File: src/rtl/hazard_scoreboard_unit.sv
// Pending-write scoreboard with writeback shadow and ID-stage stall generation for long-latency ops.
// Optional HAZARD_PERF_EN adds saturating RAW/WAW and structural stall-cycle counters.
module hazard_scoreboard_unit #(
    parameter int unsigned NUM_REGS        = 32,
    parameter int unsigned IDX_W           = 5,
    parameter int unsigned NUM_SRC         = 3,
    parameter int unsigned MAX_OUTSTANDING = 4,
    parameter int unsigned FWD_GAP         = 1
) (
    input  logic                     clk,
    input  logic                     reset_n,
    input  logic [NUM_SRC*IDX_W-1:0] id_rs,
    input  logic [NUM_SRC-1:0]       id_rs_fp,
    input  logic [NUM_SRC-1:0]       id_rs_used,
    input  logic [IDX_W-1:0]         id_rd,
    input  logic                     id_rd_fp,
    input  logic                     id_rd_we,
    input  logic                     id_long,
    input  logic                     issue,
    input  logic                     idex_mem_read,
    input  logic [IDX_W-1:0]         idex_rd,
    input  logic                     idex_rd_fp,
    input  logic                     wb_valid,
    input  logic [IDX_W-1:0]         wb_rd,
    input  logic                     wb_fp,
    output logic                     stall_pc,
    output logic                     stall_ifid,
    output logic                     bubble_idex,
    output logic [NUM_REGS-1:0]      pending_int,
    output logic [NUM_REGS-1:0]      pending_fp,
    output logic [3:0]               outstanding,
    output logic                     sb_error,
    output logic [31:0]              perf_raw,
    output logic [31:0]              perf_struct
);

    localparam logic [3:0] MaxOut = 4'(MAX_OUTSTANDING);

    logic [NUM_REGS-1:0] r_pend_int, r_pend_fp;
    logic [NUM_REGS-1:0] w_pend_int_d, w_pend_fp_d;
    logic [NUM_REGS-1:0] w_wb_int, w_wb_fp;
    logic [NUM_REGS-1:0] w_busy_int_raw, w_busy_fp, w_busy_int;
    logic [3:0]          r_out, w_out_d;
    logic                r_err;
    logic                w_inc, w_set, w_wb_pending, w_err;
    logic                w_raw, w_waw, w_lu, w_struct, w_other;

    always_comb begin
        w_wb_int = '0;
        w_wb_fp  = '0;
        if (wb_valid) begin
            if (wb_fp) w_wb_fp[wb_rd]  = 1'b1;
            else       w_wb_int[wb_rd] = 1'b1;
        end
    end

    generate
        if (FWD_GAP > 0) begin : g_shadow
            logic                r_sh_valid [FWD_GAP];
            logic                r_sh_fp    [FWD_GAP];
            logic [IDX_W-1:0]    r_sh_rd    [FWD_GAP];
            logic [NUM_REGS-1:0] w_sh_int, w_sh_fp;

            always_ff @(posedge clk or negedge reset_n) begin
                if (!reset_n) begin
                    for (int i = 0; i < FWD_GAP; i++) begin
                        r_sh_valid[i] <= 1'b0;
                        r_sh_fp[i]    <= 1'b0;
                        r_sh_rd[i]    <= '0;
                    end
                end else begin
                    r_sh_valid[0] <= wb_valid;
                    r_sh_fp[0]    <= wb_fp;
                    r_sh_rd[0]    <= wb_rd;
                    for (int i = 1; i < FWD_GAP; i++) begin
                        r_sh_valid[i] <= r_sh_valid[i-1];
                        r_sh_fp[i]    <= r_sh_fp[i-1];
                        r_sh_rd[i]    <= r_sh_rd[i-1];
                    end
                end
            end

            always_comb begin
                w_sh_int = '0;
                w_sh_fp  = '0;
                for (int i = 0; i < FWD_GAP; i++) begin
                    if (r_sh_valid[i]) begin
                        if (r_sh_fp[i]) w_sh_fp[r_sh_rd[i]]  = 1'b1;
                        else            w_sh_int[r_sh_rd[i]] = 1'b1;
                    end
                end
            end

            assign w_busy_int_raw = r_pend_int | w_sh_int;
            assign w_busy_fp      = r_pend_fp | w_sh_fp;
        end else begin : g_no_shadow
            // Without a shadow, a register is forwardable in its own completion cycle.
            assign w_busy_int_raw = r_pend_int & ~w_wb_int;
            assign w_busy_fp      = r_pend_fp & ~w_wb_fp;
        end
    endgenerate

    assign w_busy_int = w_busy_int_raw & {{(NUM_REGS-1){1'b1}}, 1'b0};

    always_comb begin
        w_raw = 1'b0;
        w_lu  = 1'b0;
        for (int k = 0; k < NUM_SRC; k++) begin
            logic [IDX_W-1:0] src;
            src = id_rs[k*IDX_W +: IDX_W];
            if (id_rs_used[k]) begin
                if (id_rs_fp[k] ? w_busy_fp[src] : w_busy_int[src]) w_raw = 1'b1;
                if (idex_mem_read && (idex_rd_fp == id_rs_fp[k]) && (idex_rd == src) &&
                    (id_rs_fp[k] || (src != '0))) w_lu = 1'b1;
            end
        end
    end

    assign w_waw    = id_rd_we & (id_rd_fp ? w_busy_fp[id_rd] : w_busy_int[id_rd]);
    assign w_struct = id_long & (r_out == MaxOut) & ~wb_valid;
    assign w_other  = w_raw | w_waw | w_lu;

    assign stall_pc    = (w_other | w_struct) & reset_n;
    assign stall_ifid  = stall_pc;
    assign bubble_idex = stall_pc;

    assign w_inc        = issue & id_long;
    assign w_set        = w_inc & id_rd_we;
    assign w_wb_pending = wb_fp ? r_pend_fp[wb_rd] : r_pend_int[wb_rd];
    assign w_err        = (wb_valid & ~w_wb_pending) | (wb_valid & (r_out == 4'd0)) |
                          (w_inc & (r_out == MaxOut) & ~wb_valid);

    // Clear first so a same-cycle set of the same bit wins.
    always_comb begin
        w_pend_int_d = r_pend_int & ~w_wb_int;
        w_pend_fp_d  = r_pend_fp & ~w_wb_fp;
        if (w_set) begin
            if (id_rd_fp)             w_pend_fp_d[id_rd]  = 1'b1;
            else if (id_rd != '0)     w_pend_int_d[id_rd] = 1'b1;
        end
    end

    always_comb begin
        w_out_d = r_out;
        if (w_inc && !wb_valid && (r_out != MaxOut)) w_out_d = r_out + 4'd1;
        if (!w_inc && wb_valid && (r_out != 4'd0))   w_out_d = r_out - 4'd1;
    end

    always_ff @(posedge clk or negedge reset_n) begin
        if (!reset_n) begin
            r_pend_int <= '0;
            r_pend_fp  <= '0;
            r_out      <= 4'd0;
            r_err      <= 1'b0;
        end else begin
            r_pend_int <= w_pend_int_d;
            r_pend_fp  <= w_pend_fp_d;
            r_out      <= w_out_d;
            r_err      <= r_err | w_err;
        end
    end

    assign pending_int = r_pend_int;
    assign pending_fp  = r_pend_fp;
    assign outstanding = r_out;
    assign sb_error    = r_err;

`ifdef HAZARD_PERF_EN
    logic [31:0] r_perf_raw, r_perf_struct;

    always_ff @(posedge clk or negedge reset_n) begin
        if (!reset_n) begin
            r_perf_raw    <= '0;
            r_perf_struct <= '0;
        end else begin
            if (w_other && (r_perf_raw != '1)) r_perf_raw <= r_perf_raw + 32'd1;
            if (w_struct && !w_other && (r_perf_struct != '1)) begin
                r_perf_struct <= r_perf_struct + 32'd1;
            end
        end
    end

    assign perf_raw    = r_perf_raw;
    assign perf_struct = r_perf_struct;
`else
    assign perf_raw    = '0;
    assign perf_struct = '0;
`endif

endmodule

File: config.mk
export PLATFORM = sky130hd
export DESIGN_NAME = hazard_scoreboard_unit
export DESIGN_NICKNAME = d
export VERILOG_FILES = /design/src/rtl/hazard_scoreboard_unit.sv
export SDC_FILE = /design/constraint.sdc
export NUM_CORES = 1
export LEC_CHECK = 0
export BUFFER_PORTS_ARGS = -buffer_cell sky130_fd_sc_hd__buf_2
export CORE_AREA = 2 2 92 183
export DETAILED_ROUTE_END_ITERATION = 8
export DIE_AREA = 0 0 94 185
export PLACE_DENSITY = 0.73
export SYNTH_ARGS = -nofsm -noshare
export SYNTH_HDL_FRONTEND = slang
export SYNTH_SLANG_ARGS = --single-unit
File: constraint.sdc
create_clock -name clk -period 6 [get_ports clk]
set_clock_uncertainty 0.15 [all_clocks]
set_input_delay 0.6 -clock clk [delete_from_list [all_inputs] [get_ports clk]]
set_output_delay 0.6 -clock clk [all_outputs]
set_load 0.01 [all_outputs]
# After elaboration in Yosys (flattened, before gate mapping)
# Cells that the tools add are included.
[totals]
reg_bits = 76
word_cells = 138
[op_classes]
n_addsub = 2
magnitude_cmp = 9
eq_ne = 8
mux = 58
bitwise = 26
n_reduce_logical = 28
[ops]
columns = ["op", "n"]
rows = [
  ["$mux W32", 13],
  ["$or A32 B32 Y32", 4],
  ["$and A32 B32 Y32", 2],
  ["$not A32 Y32", 2],
  ["$bmux W1 S5", 10],
  ["$lt A5 B6 Y1 const B", 6],
  ["$mux W1", 30],
  ["$reduce_bool A5 Y1", 4],
  ["$logic_and A1 B1 Y1", 16],
  ["$demux W1 S5", 3],
  ["$eq A5 B5 Y1", 3],
  ["$ge A5 B1 Y1 const B", 3],
  ["$and A1 B1 Y1", 10],
  ["$mux W4", 2],
  ["$or A1 B1 Y1", 6],
  ["$add A4 B1 Y4 const B", 1],
  ["$eq A4 B3 Y1 const B", 1],
  ["$logic_not A4 Y1", 1],
  ["$ne A4 B3 Y1 const B", 1],
  ["$reduce_bool A4 Y1", 1],
  ["$sub A4 B1 Y4 const B", 1],
  ["$eq A1 B1 Y1", 3],
  ["$logic_or A1 B1 Y1", 3],
  ["$logic_not A1 Y1", 2],
  ["2 further kinds", 3],
]

# Longest topological paths before layout
# Gate-level depths: netlist of run 1.
[logic_depth]
ltp_word = 20
mapped_depth = 11

# Worst setup path after synthesis of run 1
# OpenSTA, ideal clock, no wires.
[synth_timing]
kind = "input port to output port"
startpoint = "input port id_rs[0]"
endpoint = "output port stall_ifid"
arrival_time_ps = 2657
t_required_ps = 5250
setup_slack_ps = 2593
cell_stages = 9
n_path_buf = 4
path_cell_list = "clkbuf_1 -> buf_1 -> clkbuf_1 -> mux4_2 -> a22oi_1 -> nand3_1 -> a311oi_1 -> o31a_1 -> buf_4"
[synth_via]
elab_chain_len = 13
elab_cells_between_ends = 26
classes_between = "1 x eq/ne; 17 x mux; 4 x bitwise; 4 x reduce/logical"
[synth_rtl]
columns = ["element", "line", "source"]
rows = [
  ["start: declaration", "12", "input logic [NUM_SRC*IDX_W-1:0] id_rs,"],
  ["$bmux W1 S5", "112", "if (id_rs_fp[k] ? w_busy_fp[src] : w_busy_int[src]) w_raw = 1'b1;"],
  ["$mux W1 (implied by the code)", "112", ""],
  ["$mux W1 (2 in series)", "112", ""],
  ["$mux W1", "111", "if (id_rs_used[k]) begin"],
  ["$mux W1", "112", ""],
  ["$mux W1", "111", ""],
  ["$mux W1", "112", ""],
  ["$mux W1", "111", ""],
  ["$or A1 B1 Y1", "121", "assign w_other = w_raw | w_waw | w_lu;"],
  ["$or A1 B1 Y1 *", "121", ""],
  ["$or A1 B1 Y1 *", "123", "assign stall_pc = (w_other | w_struct) & reset_n;"],
  ["$and A1 B1 Y1 *", "123", ""],
  ["end: declaration", "27", "output logic stall_ifid,"],
]
# Every way passes the cells marked *; elsewhere a longest branch is shown, timed or not. The select of a mux whose other input is x is not followed.

# Final worst setup path of run 1
[layout_timing]
startpoint = "register g_shadow.r_sh_rd[3] (netlist bit)"
endpoint = "output port stall_pc"
[layout_via]
elab_chain_len = 20
elab_cells_between_ends = 42
classes_between = "2 x order compare; 32 x mux; 7 x bitwise; 1 x reduce/logical"
[layout_rtl]
columns = ["element", "line", "source"]
rows = [
  ["start: declaration", "61", "logic [IDX_W-1:0] r_sh_rd [FWD_GAP];"],
  ["start signal: indexed assignment", "78", "r_sh_rd[i] <= r_sh_rd[i-1];"],
  ["$lt A5 B6 Y1 (implied by the code) or $ge A5 B1 Y1 (tied branches)", "88, 89", ""],
  ["$logic_and A1 B1 Y1 (implied by the code)", "88, 89", ""],
  ["$mux W1 (implied by the code)", "88, 89", ""],
  ["$demux W1 S5 *", "88, 89", ""],
  ["$mux W32", "88", "if (r_sh_fp[i]) w_sh_fp[r_sh_rd[i]] = 1'b1;"],
  ["$mux W32", "87", "if (r_sh_valid[i]) begin"],
  ["$or A32 B32 Y32 (on tied branches)", "94, 95", ""],
  ["$bmux W1 S5", "112", ""],
  ["[3 not listed]", "n/a", ""],
  ["$mux W1", "111", ""],
  ["$mux W1", "112", ""],
  ["$mux W1", "111", ""],
  ["$mux W1", "112", ""],
  ["$mux W1", "111", ""],
  ["$or A1 B1 Y1 * (2 in series)", "121", ""],
  ["$or A1 B1 Y1 *", "123", ""],
  ["$and A1 B1 Y1 *", "123", ""],
  ["end: declaration", "26", "output logic stall_pc,"],
]
# Marks and branches as above.

==> results by group, run 1 <==
Synthesis
  – Top-area cell type share of the netlist area: 26.70%
  – Synth warn: 0
  – Post-synth ARST share: 100.0%
  – Synthesized area: 0.007122 sq mm
  – Sequential area share after synthesis: 26.70%
  – Synth area leader: dfrtp_1
  – Yosys reg bits: 76
  – Gate Count Post-Synth: 853
  – Most used DFF post-synth: dfrtp_1
  – Syn Area/Cell: 8.349 sq um
  – Number of synthesized flops with an enable pin: 0
  – Netlist cell types: 68
  – Top cells by area, synth: dfrtp_1, o21ai_0, mux4_2

Critical path
  – CP cell instances: nor3b_2 > a21oi_1 > mux4_2 > a221o_1 > a21oi_1 > a21oi_1 > a311oi_1 > o31a_1 > buf_2
  – CP Max Fanout: 11
  – WS Path Type: register to output port
  – CP most frequent cell: a21oi_1
  – Crit path arrival time: 3.51 ns
  – Slowest cell on crit path: nor3b_2
  – Startpoint Class: register
  – Slowest stage delay, CP: 0.70 ns
  – Critical Path Sink Type: output port
  – Data required time of the worst path: 5.25 ns

Power and ir drop
  – Proportion of power drawn by combinational gates: 32.2%
  – Part of the power in registers: 37.7%
  – Psw: 0.0006390 W
  – LEAKAGE: 3.285 nW
  – Cell area power density: 221.3 mW/mm^2
  – Clk pwr share: 30.1%
  – Switching part of the total: 37.22%
  – Cell-internal power: 0.001078 W
  – Worst ir drop on vdd: 0.0002323 V

Clock network
  – Root buf cell: clkbuf_16
  – Post-cts sizing count: 0
  – Clk slew on worst S/H paths: 0.06 ns
  – Worst skew pair latency: 0.34 ns
  – Num CTS Buffers: 9
  – H-tree depth: 3
  – Buffer depth of the longest clock path: 2
  – TritonCTS clock tree: yes
  – # Post-CTS Setup Buffers: 0
  – Clock sinks: 76
  – Cts-stage hold buffer count: 0

Outcome
  – Status: complete, no violations

Detailed routing
  – Via/cell ratio: 7.029
  – Antenna viol nets, final: 0
  – DR iter-0 viols: 1305
  – Post-Route WL: 29830 um
  – DR pass1 iterations: 6
  – Via count: 7957
  – DRC: 0
  – Routed WL per cell: 26.35 um

Layout
  – Layout Cells excl Fill: 1132
  – Fraction of layout cells with a size suffix above 1: 19.18%
  – NumNets Final: 972
  – Area delta synth->final: 8.925%
  – N_diodes: 0
  – Filler cell count: 1623

Timing
  – Final setup vio count: 0
  – Post-layout minimum cycle time: 4.264 ns
  – Worst Max-Slew Pin Slew: 0.8796 ns
  – Final Max Slew Viols: 0
  – Final total negative setup slack: 0 ns
  – RSZ-0062 raised after global routing: false
  – Fmax: 0.2345 GHz
  – Final WS setup: 1.736 ns
  – Final Hold Viols: 0
  – Fin crit share: 71.07%
  – Slew HR: 41.24%

Global routing
  – Top Usage Layer GRT: met2
  – Grt met1 use: 42.95%
  – GR met2 Demand/Resource: 51.80%
  – GRT Util Overall: 33.78%
  – Largest net degree at the start of global routing: 58
  – First-pass GRT wire length: 44010 um
  – Vias in the first global route: 7299
  – Initial antenna violation count: 0
  – Gr ovfl total: 0
  – M3 GR Usage: 7.486%

Run
  – Max cap viols: 0

Min path
  – Hold crit path type: input port to async pin

Floorplanning
  – Core area: 0.01610 sq mm
  – Die Footprint: 0.01739 sq mm
  – Initial Util: 44.23%
  – Die extent in x: 94 um
  – Die Y: 185 um
  – I/O pin total: 182
  – Rows: 66

Place
  – Dpl hpwl: 22270 um
  – Routability congestion estimate: 0.9908
  – DP Worst Slack: 2.118 ns
  – Placed Instances: 1116
  – Port bufs: 117
==> power by group through the flow <==
| stage | sequential [W] | clock (W) | combinational (W) |
|---|---|---|---|
| after CTS | 0.000643 | 0.000520 | 0.000538 |
| after detailed placement | 0.000652 | 0 | 0.000536 |
| after global placement | 0.000650 | 0 | 0.000530 |
| final | 0.000648 | 0.000516 | 0.000553 |
| after global routing | 0.000651 | 0.000545 | 0.000596 |
| after floorplan | 0.000642 | 0 | 0.000364 |
==> path summary, 6_finish.rpt <==
kind	to	from	cells past startpoint	slack, ns
setup / recovery	stall_pc	g_shadow.r_sh_rd[3]	9	1.74
hold / removal	pending_fp[16]	reset_n	1	0.002
setup reg to reg	outstanding[3]	outstanding[0]	7	3.51
hold reg to reg	sb_error	sb_error	1	0.31
max in group asynchronous	g_shadow.r_sh_rd[4]	reset_n	2	4.68
min in group clk	sb_error	sb_error	1	0.31
==> flip-flops by register name, indices dropped and copies added (netlist names) <==
register             count
g_shadow.r_sh_rd         5
g_shadow.r_sh_fp         1
outstanding              4
sb_error                 1
pending_fp              32
pending_int             32
g_shadow.r_sh_valid      1
==> layout by cell type, fill, tap and decap left out, drive strengths merged, types with 14 or more instances in the layout <==
| master | n |
|---|---|
| buf | 119 |
| conb | 64 |
| a221oi | 15 |
| nor3 | 16 |
| inv | 16 |
| o21ai | 140 |
| a22oi | 35 |
| nor2b | 16 |
| xnor2 | 14 |
| nand2 | 50 |
| nor2 | 32 |
| a21oi | 79 |
| nand3 | 34 |
| mux4 | 31 |
| dfrtp | 76 |
==> cell type report <==
class | instances | area (sq um) | share of cell area (%)
sequential | 76 | 1902 | 24.52
clock inverter | 4 | 22.52 | 0.2903
inverter | 17 | 63.81 | 0.8226
multi-input combinational | 700 | 4644 | 59.87
timing repair buffer | 119 | 603.1 | 7.774
tap | 204 | 255.2 | 3.290
clock buffer | 12 | 266.5 | 3.435
==> stage by stage <==
step / utilization, % / hold WS (ns) / total power (W) / cell area (sq um)
4_1_cts: 48.17 / 0.003130 / 0.001701 / 7757
3_3_place_gp: 46.38 / 0.2927 / 0.001180 / 7468
6_report: 48.17 / 0.001629 / 0.001717 / 7757
5_1_grt: 48.17 / 0.01219 / 0.001792 / 7757
3_5_place_dp: 46.38 / 0.2999 / 0.001188 / 7468
2_1_floorplan: - / 0.1544 / 0.001006 / 7358
==> per-layer routing <==
| metal | share of wire [%] | routed length, um |
|---|---|---|
| met5 | 0 | 0 |
| met2 | 45 | 13490 |
| met1 | 36 | 10760 |
| met3 | 11 | 3292 |
| met4 | 7.7 | 2285 |
==> kinds of logic after synthesis <==
kind of cell	Yosys count	share of synthesized area, %
AO/OA/AOI/OAI	348	29.48
AND/OR/NAND/NOR	219	17.15
buffers and inverters	140	11.40
flip-flops	76	26.70
multiplexers	48	12.37
XOR/XNOR	18	2.214
adder cells (fa/ha/maj)	3	0.6324
other	1	0.05266
==> synth_stat cells (14+ instances only) <==
master	n
o21ai_0	140
inv_1	16
mux4_2	29
a21oi_1	79
xnor2_1	14
clkbuf_1	32
nand2_1	50
a221oi_1	15
nor2b_1	16
nor2_1	32
buf_2	15
buf_4	67
nand3_1	34
a22oi_1	35
nor3_1	15
dfrtp_1	76
==> critical path: cells and delay by family, from the launching register on <==
family / cells / cell delay [ns]
AND/OR/NAND/NOR: 1 / 0.70
AO/OA/AOI/OAI: 6 / 1.26
multiplexers: 1 / 0.54
buffers and inverters: 1 / 0.15
flip-flops: 1 / 0.51
Power figures use the tool's default switching activity.
==> run 2, diff against run 1 <==
--- a/config.mk
+++ b/config.mk
@@ -5,11 +5,12 @@
 export SDC_FILE = /design/constraint.sdc
 export NUM_CORES = 1
 export LEC_CHECK = 0
+export ABC_AREA = 1
 export BUFFER_PORTS_ARGS = -buffer_cell sky130_fd_sc_hd__buf_2
-export CORE_AREA = 2 2 92 183
+export CORE_AREA = 2 2 98 194
 export DETAILED_ROUTE_END_ITERATION = 8
-export DIE_AREA = 0 0 94 185
-export PLACE_DENSITY = 0.73
+export DIE_AREA = 0 0 100 196
+export PLACE_DENSITY = 0.74
 export SYNTH_ARGS = -nofsm -noshare
 export SYNTH_HDL_FRONTEND = slang
 export SYNTH_SLANG_ARGS = --single-unit
==> constraint.sdc (replaced) <==
create_clock -name clk -period 3.7 [get_ports clk]
set_clock_uncertainty 0.15 [all_clocks]
set_input_delay 0.37 -clock clk [delete_from_list [all_inputs] [get_ports clk]]
set_output_delay 0.37 -clock clk [all_outputs]
set_load 0.01 [all_outputs]
==> run 2 against run 1 <==
  * Non-clock buffer count rose by 38
  * Hold slack improved by 0.029 ns
  * Critical path depth rose by 7
  * Final cell count rose by 50%
  * Die area rose by 13%
  * Sequential power rose by 56%
  * Cell area rose by 16%
  * Setup slack got worse by 1.5 ns
  * Synthesized area rose by 12%
  * Highest routed layer unchanged
==> results by group, run 2 <==
Outcome
  – Status: complete, no violations

Min path
  – Hold crit path type: input port to register
  – Worst hold stages: 1

Layout
  – N_diodes: 0
  – Highest-count cells in the layout ignoring fill and taps: nand2_1, nand3_1, inv_1
  – Commonest non-fill, non-tap cell in the layout: nand2_1
  – Fraction of layout cells with a size suffix above 1: 12.12%
  – Area delta synth->final: 12.53%
  – Filler cell count: 1947
  – Fin area: 0.008969 sq mm
  – NumNets Final: 1530

Timing
  – Fin crit share: 93.13%
  – Final total negative setup slack: 0 ns
  – Final setup vio count: 0
  – Final Hold Viols: 0
  – Slew HR: 28.27%
  – Worst Max-Slew Pin Slew: 1.073 ns
  – RSZ-0062 raised after global routing: false
  – Fmax: 0.2902 GHz
  – Fin Hold WS: 0.03080 ns
  – Post-layout minimum cycle time: 3.446 ns
  – Final WS setup: 0.2542 ns
  – Final Max Slew Viols: 0

Power and ir drop
  – LEAKAGE: 4.660 nW
  – Worst ir drop on vdd: 0.0003628 V
  – Final Power: 0.002991 W
  – Cell area power density: 333.5 mW/mm^2

Critical path
  – Critical Path Sink Type: output port
  – CP Max Fanout: 8
  – Crit path arrival time: 2.93 ns
  – Data required time of the worst path: 3.18 ns
  – RR Startpoint: outstanding[1]
  – R2R cell count: 10
  – RR Endpoint: outstanding[3]
  – WS Path Type: register to output port
  – CP Launch Point: g_shadow.r_sh_rd[0]
  – Startpoint Class: register
  – R2R Setup Slk: 1.52 ns
  – Critical Path End: stall_pc

Clock network
  – Clk slew on worst S/H paths: 0.06 ns
  – Worst skew pair latency: 0.34 ns
  – H-tree depth: 3
  – TritonCTS clock tree: yes
  – Num CTS Buffers: 9
  – Buffer depth of the longest clock path: 2
  – # Post-CTS Setup Buffers: 0
  – Clock sinks: 76
  – Root buf cell: clkbuf_16

Synthesis
  – Syn Area/Cell: 5.813 sq um
  – Netlist cell types: 37
  – Top cells by area, synth: dfrtp_1, nand2_1, nand3_1
  – Synth area leader: dfrtp_1
  – Post-synth ARST share: 100.0%
  – Commonest cells post-synth: nand2_1, nand3_1, inv_1
  – Most used DFF post-synth: dfrtp_1
  – Gate Count Post-Synth: 1371
  – XOR/XNOR Fraction of Synth Area: 0.8791%
  – Synth warn: 0
  – Area share of and/or/nand/nor cells after synthesis: 39.80%
  – Top-area cell type share of the netlist area: 23.86%
  – Sequential area share after synthesis: 23.86%
  – Compound-Gate Fraction of Synth Area: 18.15%
  – Most common cell in the synthesized netlist: nand2_1
  – Post-synthesis mux area share: 0%
  – Number of synthesized flops with an enable pin: 0
  – Yosys reg bits: 76
  – Largest family of logic cells by synthesized area: simple AND/OR/NAND/NOR gates
  – Synth Area in Adders: 0.5651%
  – Synthesized area: 0.007970 sq mm

Floorplanning
  – Core area: 0.01822 sq mm
  – Rows: 70
  – Die extent in x: 100 um
  – I/O pin total: 182
  – Die Y: 196 um
  – Die Footprint: 0.01960 sq mm
  – Initial Util: 43.75%

Global routing
  – Vias in the first global route: 9933
  – Gr ovfl total: 0
  – First-pass GRT wire length: 57410 um
  – Largest net degree at the start of global routing: 67
  – Initial antenna violation count: 0
  – GRT Util Overall: 38.95%

Detailed routing
  – DRC: 0
  – Via/cell ratio: 6.125
  – DR iter-0 viols: 1041
  – Via count: 10420
  – Post-Route WL: 37940 um
  – Routed WL per cell: 22.30 um
  – Antenna viol nets, final: 0
  – DR pass1 iterations: 6

Place
  – DP Worst Slack: 0.6426 ns
  – Dpl hpwl: 29980 um
  – Port bufs: 117
  – Area after DPL: 0.008643 sq mm
  – Routability congestion estimate: 1.055

Run
  – Max cap viols: 0
## run 2: cell count changes after synthesis, moves of 11 or more
cell      delta
a21oi_1     -38
a221oi_1    -11
a22oi_1     -23
inv_1      +143
mux2i_1     -13
mux4_2      -29
nand2_1    +328
nand2b_1    -13
nand3_1    +200
nor2_1      +75
nor2b_1     -16
xnor2_1     -12
## run 2: how the worst min path moves through the flow
stage	from	endpoint	slack, ns
finish	wb_rd[0]	g_shadow.r_sh_rd[0]	0.03
global route	wb_rd[0]	g_shadow.r_sh_rd[0]	0.03
CTS	wb_rd[0]	g_shadow.r_sh_rd[0]	0.03
detailed placement	reset_n	pending_fp[17]	0.09
global placement	reset_n	pending_fp[17]	0.09
floorplan	reset_n	g_shadow.r_sh_fp	-0.08
## run 2: kinds of logic after synthesis
logic type / count (synthesis)
and+or+nand+nor: 748
other: 1
xor gates and xnor gates: 8
AOI/OAI and AO/OA: 253
DFF: 76
adders and majority gates: 3
buffers and inverters: 282
## run 2: layout make-up
type / count / area [sq um] / area share (%)
Timing Repair Buffer: 157 / 903.4 / 10.07
Clock buffer: 9 / 225.2 / 2.511
Clock inverter: 6 / 90.09 / 1.004
Multi-Input combinational cell: 1076 / 4974 / 55.45
Inverter: 161 / 604.3 / 6.738
Sequential cell: 76 / 1902 / 21.21
Tap cell: 216 / 270.3 / 3.013
## run 2: repair_timing
| action | in CTS | in global routing |
|---|---|---|
| hold buffers | 1 | 0 |
| endpoints found under the hold margin | 10 | 0 |
| gates resized for setup | 0 | 0 |
## run 2: report_power, final
part / total [W] / switching, W / internal, W / leakage [nW]
Sequential: 0.00101 / 0.000102 / 0.000912 / 1.01
Clock: 0.000938 / 0.000350 / 0.000588 / 0.151
Combinational: 0.00104 / 0.000717 / 0.000322 / 3.50
## run 2: metrics by stage
stage               instances  util [%]
floorplan                1434         -
global placement         1685     47.45
detailed placement       1685     47.45
CTS                      1701     49.23
global route             1701     49.23
finish                   1701     49.23
## run 2: per-layer routing
metal,vias up,GRT usage (%),wire (um)
li1,4635,-,-
met1,4663,42.16,12280
met2,847,63.89,17650
met3,273,5.558,3528
met4,0,36.17,4482
met5,-,0,0
## run 2: worst max-delay path: stages (launching register included)
cell and delay [ns]:
dfrtp_1 0.40, inv_1 0.08, nand2_1 0.22, nor2_1 0.33
nand2_1 0.22, nand3_1 0.12, nand2_1 0.06, o21ai_0 0.32
nand2_1 0.11, nor2_1 0.11, nand3_1 0.07, nand2_1 0.09
a21oi_1 0.07, nand2_1 0.07, nor2_1 0.04, nor2_1 0.12
buf_2 0.15
==> run 3, diff against run 2 <==
==> config.mk (replaced) <==
export PLATFORM = sky130hd
export DESIGN_NAME = hazard_scoreboard_unit
export DESIGN_NICKNAME = d
export VERILOG_FILES = /design/src/rtl/hazard_scoreboard_unit.sv
export SDC_FILE = /design/constraint.sdc
export NUM_CORES = 1
export LEC_CHECK = 0
export BUFFER_PORTS_ARGS = -buffer_cell sky130_fd_sc_hd__buf_2
export CORE_AREA = 2 2 84 166
export DETAILED_ROUTE_END_ITERATION = 8
export DIE_AREA = 0 0 86 168
export PLACE_DENSITY = 0.85
export SYNTH_ARGS = -nofsm -noshare
export SYNTH_HDL_FRONTEND = slang
export SYNTH_SLANG_ARGS = --single-unit
==> constraint.sdc (replaced) <==
create_clock -name clk -period 3.2 [get_ports clk]
set_clock_uncertainty 0.15 [all_clocks]
set_input_delay 0.32 -clock clk [delete_from_list [all_inputs] [get_ports clk]]
set_output_delay 0.32 -clock clk [all_outputs]
set_load 0.01 [all_outputs]
==> run 3 against run 2 <==
  * The flow now finishes with violations (negative setup slack)
  * Non-clock buffer count is 84 higher
  * First-iteration DRC count rose by 17%
  * Critical path depth down 4
  * Total power up 16%
  * Cell area shrank 1.4%
  * Final cell count decreased by 29%
  * Count of clock-buffer cells in the layout unchanged
  * Critical endpoint unchanged
==> results by group, run 3 (synthesis results as in run 1) <==
Outcome
  – Status: finished, violations left
  – Failing checks: negative setup slack

Layout
  – Filler cell count: 1108
  – Layout Cells excl Fill: 1205
  – N_diodes: 0
  – Area delta synth->final: 24.23%
  – NumNets Final: 1095
  – Commonest non-fill, non-tap cell in the layout: o21ai_0
  – Fin area: 0.008847 sq mm
  – Highest-count cells in the layout ignoring fill and taps: o21ai_0, buf_4, buf_2
  – Fraction of layout cells with a size suffix above 1: 32.00%

Clock network
  – Clock sinks: 76
  – TritonCTS clock tree: yes
  – Num CTS Buffers: 9
  – Clk slew on worst S/H paths: 0.06 ns
  – Root buf cell: clkbuf_16
  – Buffer depth of the longest clock path: 2
  – H-tree depth: 3
  – Worst skew pair latency: 0.33 ns

Power and ir drop
  – Psw: 0.001305 W
  – Clk pwr share: 28.8%
  – LEAKAGE: 3.896 nW
  – Switching part of the total: 37.57%
  – Proportion of power drawn by combinational gates: 36.0%
  – Part of the power in registers: 35.2%
  – Cell-internal power: 0.002168 W
  – Worst ir drop on vdd: 0.0004056 V
  – Cell area power density: 392.6 mW/mm^2

Floorplanning
  – Core area: 0.01329 sq mm
  – Die Y: 168 um
  – Rows: 60
  – Die extent in x: 86 um
  – I/O pin total: 182
  – Die Footprint: 0.01445 sq mm
  – Initial Util: 53.60%

Timing
  – Final Hold Viols: 0
  – Fin crit share: 109.0%
  – Slew HR: 50.70%
  – Worst Max-Slew Pin Slew: 0.7379 ns
  – Final Max Slew Viols: 0
  – Post-layout minimum cycle time: 3.487 ns
  – Final WS setup: -0.2872 ns
  – Final setup vio count: 3
  – RSZ-0062 raised after global routing: true
  – Fmax: 0.2868 GHz

Place
  – Area after DPL: 0.008250 sq mm
  – Placed Instances: 1176
  – Port bufs: 117
  – Routability congestion estimate: 1.082
  – Dpl hpwl: 25210 um

Global routing
  – GRT Util Overall: 46.81%
  – Initial antenna violation count: 0
  – Largest net degree at the start of global routing: 46
  – Vias in the first global route: 8303
  – Gr ovfl total: 0
  – First-pass GRT wire length: 50420 um

Run
  – Max cap viols: 0

Detailed routing
  – Via count: 8688
  – Via/cell ratio: 7.210
  – Routed WL per cell: 28.24 um
  – Antenna viol nets, final: 0
  – DR iter-0 viols: 1223
  – DR pass1 iterations: 8
  – Post-Route WL: 34030 um
  – DRC: 0

Critical path
  – Crit path arrival time: 3.02 ns
  – WS Path Type: register to output port
  – CP Max Fanout: 7
  – Data required time of the worst path: 2.73 ns
  – Critical Path Sink Type: output port
  – Startpoint Class: register

Min path
  – Hold crit path type: input port to register
[run 3: cell count changes in the layout (fill, tap and decap cells not counted), sizes merged, moves of 12 or more]
cell,delta
buf,+84
mux2i,+13
mux4,+31
xnor2,+12
nand2,-329
nand3,-202
a22oi,+23
a21oi,+38
nor2,-80
nor2b,+16
inv,-142
nand2b,+13
[run 3: cell type report]
class,instances,area [sq um],area share (%)
clock buffers,9,225.2,2.546
clock inverters,6,65.06,0.7354
inverters,17,63.81,0.7213
multi-input cells,701,4823,54.52
flip-flops and latches,76,1911,21.60
well taps,155,193.9,2.192
repair buffers,241,1565,17.69
[run 3: power groups by stage]
stage,clock [W],combinational [W],sequential [W]
2_1_floorplan,0,0.000682,0.00120
3_3_place_gp,0,0.00115,0.00121
3_5_place_dp,0,0.00116,0.00122
4_1_cts,0.000991,0.00120,0.00121
5_1_grt,0.00104,0.00132,0.00123
6_report,0.000999,0.00125,0.00122
[run 3: repair_timing]
| action | 4_1_cts | 5_1_grt |
|---|---|---|
| setup endpoints to repair | 3 | 3 |
| pin swaps | 14 | 2 |
| setup buffers | 12 | 0 |
| cloned | 1 | 0 |
| gates resized for setup | 51 | 6 |
| endpoints found under the hold margin | 31 | 0 |
| hold buffers | 1 | 0 |
[run 3: worst paths after layout]
| path | start | to | slack [ns] | depth (start not counted) |
|---|---|---|---|---|
| min | wb_valid | g_shadow.r_sh_valid | 0.1 | 1 |
| max | g_shadow.r_sh_rd[2] | stall_pc | -0.29 | 12 |
| min in group asynchronous | reset_n | pending_fp[10] | 0.33 | 2 |
| max in group asynchronous | reset_n | g_shadow.r_sh_rd[1] | 1.54 | 3 |
| min reg2reg | sb_error | sb_error | 0.33 | 1 |
| max reg2reg | outstanding[0] | outstanding[3] | 0.89 | 7 |
[run 3: metrics by stage]
step                      utilization [%]  hold slack [ns]  setup TNS [ns]  total power, W  worst slack [ns]
after floorplan                         -          -0.1256               0        0.001886            0.2141
after global placement              62.09           0.1462         -0.1687        0.002358          -0.05699
after detailed placement            62.09           0.1526         -0.2666        0.002383          -0.08948
after CTS                           66.38          0.09476         -0.6654        0.003402           -0.2224
after global routing                66.58          0.08802          -1.293        0.003592           -0.4319
final                               66.58          0.09787         -0.8598        0.003474           -0.2872
[run 3: per-layer routing]
| layer | global-route usage (%) | wire (um) | up-vias |
|---|---|---|---|
| met5 | 0 | 0 | - |
| met4 | 34.58 | 3234 | 0 |
| met3 | 11.32 | 4173 | 230 |
| met2 | 71.89 | 15590 | 904 |
| met1 | 55.93 | 11030 | 4029 |
| li1 | - | - | 3525 |
[run 3: critical path, cell delays in order (launching register included)]
cell	delay, ns
dfrtp_2	0.47
buf_6	0.15
nor3b_2	0.20
buf_6	0.17
buf_4	0.14
a21oi_1	0.07
buf_4	0.17
mux4_2	0.46
nand3b_1	0.12
a31oi_1	0.14
o221ai_1	0.21
o31a_1	0.23
buf_2	0.16
